`config.mk`:
```
export PLATFORM = sky130hd
export DESIGN_NAME = nanov_digit_alu
export DESIGN_NICKNAME = d
export VERILOG_FILES = /design/src/rtl/nanov_digit_alu.sv
export SDC_FILE = /design/constraint.sdc
export NUM_CORES = 1
export LEC_CHECK = 0
export ABC_CLOCK_PERIOD_IN_PS = 6400
export CAP_MARGIN = 20
export CORE_MARGIN = 4
export CORE_UTILIZATION = 55
export CTS_BUF_LIST = sky130_fd_sc_hd__clkbuf_4
export DETAILED_ROUTE_END_ITERATION = 10
export PLACE_DENSITY = 0.94
export SYNTH_ARGS = -nofsm -noshare
export SYNTH_HDL_FRONTEND = slang
export SYNTH_SLANG_ARGS = --single-unit
```
`constraint.sdc`:
```
create_clock -name clk -period 6.4 [get_ports clk]
set_input_delay 0.64 -clock clk [delete_from_list [all_inputs] [get_ports clk]]
set_output_delay 0.64 -clock clk [all_outputs]
set_load 0.005 [all_outputs]
```
`src/rtl/nanov_digit_alu.sv`:
```
`default_nettype none
// ============================================================================
//  Module      : nanov_digit_alu
//  Description : Digit-serial integer ALU for nanoV. Streams one XLEN-bit
//                operation as XLEN/DIGIT digits, LSB-first, keeping carry and
//                digit count internally and producing SLT/SLTU flags itself.
//                Optional equality flag: define NANOV_ALU_EQ_EN.
//  Revision    : 1.0 - initial release
// ============================================================================
module nanov_digit_alu #(
    parameter int XLEN  = 32,
    parameter int DIGIT = 4
) (
    input  logic             clk,
    input  logic             rst,
    input  logic             start,
    input  logic [3:0]       op,
    input  logic             in_valid,
    input  logic [DIGIT-1:0] a_dig,
    input  logic [DIGIT-1:0] b_dig,
    output logic             busy,
    output logic             d_valid,
    output logic [DIGIT-1:0] d_dig,
    output logic             done,
    output logic             lt,
`ifdef NANOV_ALU_EQ_EN
    output logic             ltu,
    output logic             eq
`else
    output logic             ltu
`endif
);

    localparam int c_NDIG  = XLEN / DIGIT;
    localparam int c_CNT_W = (c_NDIG > 1) ? $clog2(c_NDIG) : 1;
    localparam logic [c_CNT_W-1:0] c_LAST = c_CNT_W'(c_NDIG - 1);

    typedef enum logic [0:0] {
        ST_IDLE = 1'b0,
        ST_RUN  = 1'b1
    } state_t;

    state_t             r_state;
    state_t             w_state_nxt;
    logic [3:0]         r_op;
    logic               r_carry;
    logic [c_CNT_W-1:0] r_count;

    logic               w_start;
    logic               w_accept;
    logic               w_last;
    logic               w_inv;
    logic [DIGIT-1:0]   w_b_eff;
    logic [DIGIT:0]     w_sum_full;
    logic               w_cout;
    logic [DIGIT-1:0]   w_result;

    assign busy     = (r_state == ST_RUN);
    assign w_start  = (r_state == ST_IDLE) && start;
    assign w_accept = (r_state == ST_RUN) && in_valid;
    assign w_last   = w_accept && (r_count == c_LAST);

    // SUB/SLT/SLTU subtract: B is inverted and the carry chain seeded with 1.
    assign w_inv      = r_op[3] | r_op[1];
    assign w_b_eff    = w_inv ? ~b_dig : b_dig;
    assign w_sum_full = {1'b0, a_dig} + {1'b0, w_b_eff} + {{DIGIT{1'b0}}, r_carry};
    assign w_cout     = w_sum_full[DIGIT];

    // Per-digit result selection from the latched op code.
    always_comb begin
        w_result = '0;
        case (r_op[2:0])
            3'b000:  w_result = w_sum_full[DIGIT-1:0];
            3'b111:  w_result = a_dig & b_dig;
            3'b110:  w_result = a_dig | b_dig;
            3'b100:  w_result = a_dig ^ b_dig;
            default: w_result = '0;
        endcase
    end

    // Next-state logic: IDLE waits for start, RUN ends on the last digit.
    always_comb begin
        w_state_nxt = r_state;
        case (r_state)
            ST_IDLE: if (start)  w_state_nxt = ST_RUN;
            ST_RUN:  if (w_last) w_state_nxt = ST_IDLE;
            default: w_state_nxt = ST_IDLE;
        endcase
    end

    // State register.
    always_ff @(posedge clk) begin
        if (rst) r_state <= ST_IDLE;
        else     r_state <= w_state_nxt;
    end

    // Operation context: op code, carry chain and digit counter.
    always_ff @(posedge clk) begin
        if (rst) begin
            r_op    <= 4'b0000;
            r_carry <= 1'b0;
            r_count <= '0;
        end else if (w_start) begin
            r_op    <= op;
            r_carry <= op[3] | op[1];
            r_count <= '0;
        end else if (w_accept) begin
            r_carry <= w_cout;
            r_count <= r_count + 1'b1;
        end
    end

    // Registered digit output, done pulse and final comparison flags.
    always_ff @(posedge clk) begin
        if (rst) begin
            d_valid <= 1'b0;
            d_dig   <= '0;
            done    <= 1'b0;
            lt      <= 1'b0;
            ltu     <= 1'b0;
        end else begin
            d_valid <= w_accept;
            done    <= w_last;
            if (w_accept) d_dig <= w_result;
            if (w_start) begin
                lt  <= 1'b0;
                ltu <= 1'b0;
            end else if (w_last) begin
                ltu <= ~w_cout;
                lt  <= a_dig[DIGIT-1] ^ w_b_eff[DIGIT-1] ^ w_cout;
            end
        end
    end

`ifdef NANOV_ALU_EQ_EN
    logic r_eq_acc;

    // Equality accumulator across digits; published on the last digit.
    always_ff @(posedge clk) begin
        if (rst) begin
            r_eq_acc <= 1'b0;
            eq       <= 1'b0;
        end else if (w_start) begin
            r_eq_acc <= 1'b1;
            eq       <= 1'b0;
        end else if (w_accept) begin
            r_eq_acc <= r_eq_acc & (a_dig == b_dig);
            if (w_last) eq <= r_eq_acc & (a_dig == b_dig);
        end
    end
`endif

endmodule
`default_nettype wire
```
==> results.json, run 1 <==
{
  "worstPathCellList": "clkdlybuf4s50_1 > inv_1 > xnor2_1 > fa_1 > inv_1 > fa_1 > a21o_1 > a21oi_1 > mux2_1 > o22ai_1",
  "grt_pass1_vias": 1017,
  "place.detailed.hpwl_mm": 2.01,
  "cts_resized": 0,
  "relSlewSlack": 0.609,
  "syn_area_per_cell_sq_um": 8.89,
  "hold_viol": 0,
  "multi_input_area_sq_um": 726,
  "hp-class": "reg -> reg",
  "cts.path.max_buffers": 2,
  "critical_path_class": "in -> reg",
  "routed_wl_mm": 2.55,
  "synth_area_sq_um": 1160,
  "slew_viol_final": 0,
  "worst-slew-pin-transition_ps": 585,
  "dieArea_sq_um": 2900,
  "antenna_found_initial": 0,
  "rsz0062_at_grt": "false",
  "synth_seq_area_share": 0.294,
  "status": "finished, final reports clean",
  "arrival_ps": 2700,
  "setup_tns_ps": 0,
  "synth_cells": 130,
  "min_period_over_period": 0.396,
  "required_ps": 6570,
  "antenna_cells": 0,
  "vdd_ir_drop_max_v": 0.000175,
  "cts.reportedPaths.clkPinSlew_ps": 100,
  "regArea_sq_um": 340,
  "cts_tree": "done",
  "area_delta_synth_final_pct": 22.5,
  "reg2reg_to": "r_carry",
  "path_delay_family": "buffers and inverters",
  "grt_max_degree": 13,
  "synth_warnings": 0,
  "critPathMaxFanout": 2,
  "overflow": 0,
  "die_x_um": 53.8,
  "syn_nets": 161,
  "end_kind": "flip-flop",
  "drc": 0,
  "drv_cap": 0,
  "clock-root-buffer": "clkbuf_4",
  "drtIter0Drc": 21,
  "wire_per_inst_um": 14.2,
  "max_stage_delay_ps": 490,
  "fin_crit_ps": 2530,
  "vias": 1020,
  "clk_latency_ps": 290,
  "htree_levels": 1,
  "reg2reg_from": "r_op[1]",
  "synth_top_area_frac": 0.294,
  "power.density_nw_per_um2": 180,
  "start_kind": "input port",
  "core_region_area_sq_um": 1980,
  "fp-row-count": 16,
  "holdPathEnd": "r_count[2]",
  "cp_num_buf_inv": 3,
  "stdcell_area_sq_um": 1420,
  "hold_buffers": 0,
  "ioPinCount": 25,
  "rrSetupSlack_ps": 3870,
  "grt_pass1_wl_mm": 4.21,
  "slowest_stage": "clkdlybuf4s50_1",
  "setup_viol": 0,
  "fin_skew_ps": 6.65,
  "dpl_cell_area_sq_um": 1390,
  "numCtsBuffers": 3,
  "drive_above_1_share": 0.0658,
  "vias_per_cell": 5.70,
  "synth_seq_cells": 17,
  "initial_core_util": 0.583,
  "ys_top_cells_by_area": "dfxtp_1, ha_1, xnor2_1",
  "leakagePower_uw": 0.000597,
  "final_antenna_net_count": 0,
  "grtUsageTotal": 0.201,
  "port_buffers": 24,
  "max_freq_mhz": 395,
  "synth.distinct_cells": 40,
  "reg2reg_depth": 9,
  "cts_setup_buffers": 0,
  "nFillCells": 139,
  "worstHoldStart": "r_count[2]",
  "yosysTopAreaCell": "dfxtp_1",
  "dieHeight_um": 53.8,
  "hold-path-cell-count": 2,
  "place.gp.congestion": 0.819,
  "cts.sinks": 17,
  "drt_pass1_iterations": 4,
  "nNetsFinal": 184
}
## worst min-delay path: stages (launching register included)
cell and delay (ps):
dfxtp_1 330, nand2_1 60, a21oi_1 60
## stage by stage
step | worst slack, ps | utilization | hold slack, ps | std cells | power, uW
5_1_grt | 3710 | 0.715 | 502 | 179 | 270
3_3_place_gp | 3700 | 0.701 | 446 | 175 | 193
3_5_place_dp | 3570 | 0.701 | 470 | 175 | 198
2_1_floorplan | 4240 | - | 440 | 130 | 172
4_1_cts | 3890 | 0.715 | 484 | 179 | 254
6_report | 3870 | 0.715 | 483 | 179 | 255
## layout by cell type (no fill, tap or decap), types with 3 or more instances in the layout
| master | instances |
|---|---|
| nor3_1 | 3 |
| a21o_1 | 3 |
| inv_1 | 13 |
| nand2_1 | 11 |
| dfxtp_1 | 17 |
| and2_1 | 3 |
| mux2i_1 | 4 |
| nor2_1 | 11 |
| clkbuf_4 | 3 |
| ha_1 | 13 |
| a21oi_1 | 7 |
| xnor2_1 | 6 |
| nand2b_1 | 3 |
| clkdlybuf4s50_1 | 24 |
## kinds of logic (layout without fill, tap and decap cells)
logic type / Yosys count / count (layout) / share of synthesized area
buffers and inverters: 19 / 41 / 0.0779
AOI/OAI and AO/OA: 26 / 26 / 0.170
adders and majority gates: 15 / 15 / 0.175
and+or+nand+nor: 42 / 42 / 0.193
DFF: 17 / 17 / 0.294
xor gates and xnor gates: 6 / 6 / 0.0455
muxes: 5 / 5 / 0.0444
## where the power goes
part / internal (uW) / switching, uW
Combinational: 40.4 / 40.3
Clock: 23.3 / 34.6
Sequential: 110 / 5.83
Total: 174 / 80.7
## how the worst max path moves through the flow
stage | startpoint | to | cells after the start
2_1_floorplan | r_op[1] | r_carry | 10
3_3_place_gp | b_dig[0] | r_carry | 10
3_5_place_dp | b_dig[0] | r_carry | 10
4_1_cts | b_dig[0] | r_carry | 10
5_1_grt | r_op[1] | r_carry | 9
6_report | b_dig[0] | r_carry | 10
## synthesized netlist by cell type
| master | n |
|---|---|
| a32oi_1 | 1 |
| a221oi_2 | 1 |
| nand2_1 | 11 |
| and2b_1 | 1 |
| o21ai_0 | 1 |
| o211ai_1 | 1 |
| nor2_4 | 1 |
| o21ai_1 | 1 |
| a222oi_1 | 1 |
| xnor2_1 | 6 |
| mux2_1 | 1 |
| nand2b_4 | 1 |
| and2_1 | 3 |
| nor2_1 | 11 |
| fa_1 | 2 |
| a211oi_2 | 1 |
| ha_1 | 13 |
| a32o_1 | 2 |
| a22oi_1 | 1 |
| a21o_1 | 3 |
| a21oi_1 | 7 |
| o21ai_2 | 1 |
| a211oi_1 | 1 |
| clkbuf_1 | 1 |
| buf_6 | 2 |
| mux2i_1 | 4 |
| and3_1 | 2 |
| nand2b_1 | 3 |
| dfxtp_1 | 17 |
| inv_1 | 13 |
| o22ai_1 | 1 |
| nor2b_1 | 1 |
| or2_1 | 1 |
| nand3_1 | 1 |
| a21boi_1 | 1 |
| a221oi_1 | 2 |
| nor3_1 | 3 |
| nor3_2 | 1 |
| nand3b_1 | 2 |
| buf_2 | 3 |
## per-layer routing
metal,part of all wire,track usage,wire [um],vias up
met2,0.52,0.367,1310,36
li1,-,-,-,487
met1,0.39,0.214,980,491
met5,0,0,0,-
met3,0.085,0.0609,217,6
met4,0.013,0.0723,32,0
## final cells by class
class	count	share of cell area
Timing Repair Buffer	24	0.170
Clock inverter	1	0.00353
Inverter	13	0.0345
Clock buffer	3	0.0159
Sequential cell	17	0.240
Multi-Input combinational cell	94	0.512
Tap cell	27	0.0239
## registers in the layout, indices dropped and copies added (netlist names)
| signal | cells |
|---|---|
| lt | 1 |
| busy | 1 |
| ltu | 1 |
| r_count | 3 |
| d_valid | 1 |
| done | 1 |
| r_op | 4 |
| d_dig | 4 |
| r_carry | 1 |
No activity file was read; power rests on OpenSTA's default activity.
==> run 2: changes to the inputs <==
Settings changed: ABC_CLOCK_PERIOD_IN_PS 6400 to 2060, CORE_UTILIZATION 55 to 47, PLACE_DENSITY 0.94 to 0.86.
Clock period 6.4 ns to 2.06 ns, I/O delays scaled along.
==> results.json, run 2 (synthesis results as in run 1) <==
{
  "ioPinCount": 25,
  "port_buffers": 24,
  "max_freq_mhz": 494,
  "antenna_cells": 0,
  "relSlewSlack": 0.718,
  "start_kind": "input port",
  "reg2reg_from": "r_op[1]",
  "setup_viol": 0,
  "fp-row-count": 17,
  "drt_pass1_iterations": 4,
  "worstHoldStart": "r_count[2]",
  "htree_levels": 1,
  "grt_max_degree": 11,
  "place.detailed.hpwl_mm": 1.99,
  "dieHeight_um": 57.6,
  "hold_buffers": 0,
  "slew_viol_final": 0,
  "cp_num_buf_inv": 3,
  "max_stage_delay_ps": 500,
  "power.density_nw_per_um2": 553,
  "critical_path_class": "in -> reg",
  "power.internal_uw": 553,
  "core_region_area_sq_um": 2280,
  "dieArea_sq_um": 3320,
  "cts_tree": "done",
  "rsz0062_at_grt": "true",
  "area_delta_synth_final_pct": 27.3,
  "worst-slew-pin-transition_ps": 423,
  "leakagePower_uw": 0.000624,
  "nNetsFinal": 188,
  "hp-class": "reg -> reg",
  "drv_cap": 0,
  "vdd_ir_drop_max_v": 0.000429,
  "grtUsageTotal": 0.170,
  "clk_latency_ps": 300,
  "swShare": 0.321,
  "overflow": 0,
  "holdPathEnd": "r_count[2]",
  "required_ps": 2300,
  "cts.path.max_buffers": 2,
  "cts_resized": 0,
  "dp_cells": 180,
  "wire_per_inst_um": 14.3,
  "worstPathCellList": "clkdlybuf4s50_1 > inv_1 > xnor2_2 > fa_2 > inv_1 > fa_2 > a21o_1 > a21oi_2 > mux2_1 > o22ai_1",
  "rrSetupSlack_ps": 70,
  "drc": 0,
  "fin_crit_ps": 2020,
  "hold_viol": 0,
  "cts.sinks": 17,
  "die_x_um": 57.6,
  "reg2reg_depth": 9,
  "slowest_stage": "clkdlybuf4s50_1",
  "drtIter0Drc": 22,
  "clock-root-buffer": "clkbuf_4",
  "final_antenna_net_count": 0,
  "cts.reportedPaths.clkPinSlew_ps": 100,
  "routed_wl_mm": 2.63,
  "grt_pass1_wl_mm": 4.25,
  "reg2reg_to": "r_carry",
  "critPathMaxFanout": 2,
  "hold-path-cell-count": 2,
  "vias_per_cell": 5.49,
  "drive_above_1_share": 0.122,
  "end_kind": "flip-flop",
  "cts_setup_buffers": 0,
  "final_common_cell": "clkdlybuf4s50_1",
  "path_delay_family": "buffers and inverters",
  "p_seq_frac": 0.439,
  "final_cell_mix": "clkdlybuf4s50_1, dfxtp_1, inv_1, ha_1, nand2_1",
  "numCtsBuffers": 3,
  "power_frac_comb": 0.334,
  "initial_core_util": 0.508,
  "instances_no_fill": 184,
  "antenna_found_initial": 0,
  "dpl_cell_area_sq_um": 1420,
  "vias": 1011,
  "top_regs": "d_dig x4, r_op x4, r_count x3",
  "place.gp.congestion": 0.856,
  "status": "finished, final reports clean",
  "clockPowerShare": 0.227,
  "fin_skew_ps": 4.85,
  "p_sw_uw": 261,
  "grt_pass1_vias": 917,
  "stdcell_area_sq_um": 1470,
  "min_period_over_period": 0.982,
  "arrival_ps": 2260
}
-- run 2: changes by cell type in the layout (fill, tap and decap cells not counted), sizes merged --
cell	delta
buf	+4
-- run 2: worst min-delay path: cells and delay by family, from the launching register on --
family | cells | cell delay (ps)
compound gates | 1 | 50
simple gates | 1 | 60
flops | 1 | 320
-- run 2: cell type report --
cell class | count | area (sq um)
fillers | 180 | 805
multi-input cells | 94 | 749
flip-flops and latches | 17 | 340
repair buffers | 28 | 270
inverters | 13 | 48.8
well taps | 28 | 35.0
clock buffers | 3 | 22.5
clock inverters | 1 | 5.00
-- run 2: worst max path at each step --
| stage | from | to | cells after the start |
|---|---|---|---|
| final | b_dig[0] | r_carry | 10 |
| after global routing | r_op[1] | d_dig[2] | 9 |
| after floorplan | r_op[1] | r_carry | 10 |
| after CTS | r_op[3] | r_carry | 9 |
| after detailed placement | b_dig[0] | r_carry | 10 |
| after global placement | b_dig[0] | r_carry | 10 |
-- run 2: metrics by stage --
step / utilization / setup WS [ps] / hold WS, ps / setup TNS [ps] / total power, uW
final: 0.647 / 36.3 / 472 / 0 / 813
after global routing: 0.647 / -90.1 / 500 / -146 / 875
after CTS: 0.637 / 20.9 / 473 / 0 / 806
after floorplan: - / 1.12 / 286 / 0 / 535
after global placement: 0.625 / -210 / 446 / -733 / 610
after detailed placement: 0.625 / -276 / 458 / -980 / 619
-- run 2: routing by layer --
metal	global-route usage	share of wire
met5	0	0
met4	0.0894	0.020
met3	0.0249	0.038
met2	0.279	0.51
met1	0.214	0.43
-- run 2: power by group through the flow --
stage | logic [uW] | registers, uW | clock network, uW
after floorplan | 176 | 358 | 0
after global placement | 247 | 363 | 0
after detailed placement | 256 | 364 | 0
after CTS | 258 | 356 | 192
after global routing | 305 | 360 | 210
final | 271 | 357 | 185
==> run 3: changes to the inputs <==
Settings changed: CAP_MARGIN 20 to unset.
==> results of run 3 <==
Final layout, timing and power as in run 2 (identical DEF).
==> RTL change, RTL diff (config.mk and constraints of run 2) <==
The option `NANOV_ALU_EQ_EN` is turned on by a define.
--- a/src/rtl/nanov_digit_alu.sv
+++ b/src/rtl/nanov_digit_alu.sv
@@ -8,4 +8,6 @@
 //  Revision    : 1.0 - initial release
 // ============================================================================
+`define NANOV_ALU_EQ_EN
+
 module nanov_digit_alu #(
     parameter int XLEN  = 32,
Behaviour (old outputs only; new: eq): unchanged (equiv_simple and equiv_induct, registers matched by name and starting in step).
==> RTL change against run 2 <==
The run now ends with negative setup slack left; power is 5.2% higher; routed wire length grew 3.2%; sequential cell count is 2 higher; sequential share of layout area increased by 2.3 points; synthesized area increased by 1.6%; die area up 1.4%; worst setup slack got worse by 0.11 ns; via count rose by 5.6%; core utilization rose by 0.93 points; count of clock-buffer cells in the layout stayed put; design area up 2.4%; largest cell class unchanged; largest power group unchanged.
==> RTL change: results (changes against run 2) <==
The smallest setup slack after layout is -0.07251 ns (was 0.03626 ns). The clock network contribution to total cell area is 0.01827 (was 0.01871). The area share of fa/ha/maj cells after synthesis came out at 0.1725 (was 0.1753). The met3 wirelength from detailed routing is 128 um (was 100 um).

The global placement routability congestion was 0.9229 (was 0.8563). The count of multi-input combinational gates is 103 (was 94). The synthesized area per cell was 8.332 um2 (was 8.893 um2).

The inverter count of the layout excluding clock inverters is 12 (was 13). The fraction of final layout cells with drive strength greater than 1 came out at 0.1012 (was 0.1218). The clock network fraction of design power is 0.217 (was 0.227). The share of cell area taken by multi-input logic gates came out at 0.4842 (was 0.5094). The number of global-route vias before repair is 1058 (was 917). The met2 wirelength from detailed routing is 1.347 mm (was 1.341 mm). The number of nets produced by synthesis came to 172 (was 161). The final reports fail on negative setup slack. Outcome: finished with violations (was finished clean). The first-pass GRT wire length came out at 4.526 mm (was 4.250 mm). The pin count of the biggest net entering global routing came to 12 (was 11). The data-path buffer share of cell area in the final layout is 0.1902 (was 0.1837). The share of total power consumed by net switching came to 0.3006 (was 0.3206). The post-synthesis mux area share came out at 0.02556 (was 0.04437). The fill cell total of the finished layout came to 193 (was 180). The xor/xnor cell area share of the yosys netlist came out at 0.05218 (was 0.04545). The met1 global-route usage is 0.2027 (was 0.2139).

The final-layout setup total negative slack came out at -0.1062 ns (was 0 ns). The final count of negative-setup-slack endpoints came to 2 (was 0). The cell area after placement came to 1465 um2 (was 1423 um2). The initial DRC count is 20 (was 22). The cell leakage power came out at 0.6219 nW (was 0.6241 nW).

The data arrival time of the critical path is 2.32 ns (was 2.26 ns).
-- RTL change: cell types whose count changed in the layout (fill, tap and decap cells not counted), moves of 4 or more --
cell,run 2,this run
sky130_fd_sc_hd__nor2b_1,1,5
sky130_fd_sc_hd__o21ai_0,1,6
sky130_fd_sc_hd__a21oi_1,6,11
sky130_fd_sc_hd__nor2_1,10,17
-- RTL change: worst reg2reg max path: cells and delay by family, from the launching register on --
kind	cells	cell delay, ns
adders and majority gates	2	0.88
DFF	1	0.35
and+or+nand+nor	3	0.36
xor gates and xnor gates	1	0.08
AOI/OAI and AO/OA	2	0.35
-- RTL change: path summary, 6_finish.rpt --
check | start | depth (start not counted) | to
hold reg to reg | ltu | 2 | ltu
hold / removal | ltu | 2 | ltu
setup reg to reg | r_op[1] | 8 | d_dig[1]
setup / recovery | r_op[1] | 8 | d_dig[1]
-- RTL change: timing repair --
action                                  4_1_cts  5_1_grt
cloned                                        0        0
pin swaps                                     1        2
endpoints found under the setup margin        2        3
resized for setup                             6        1
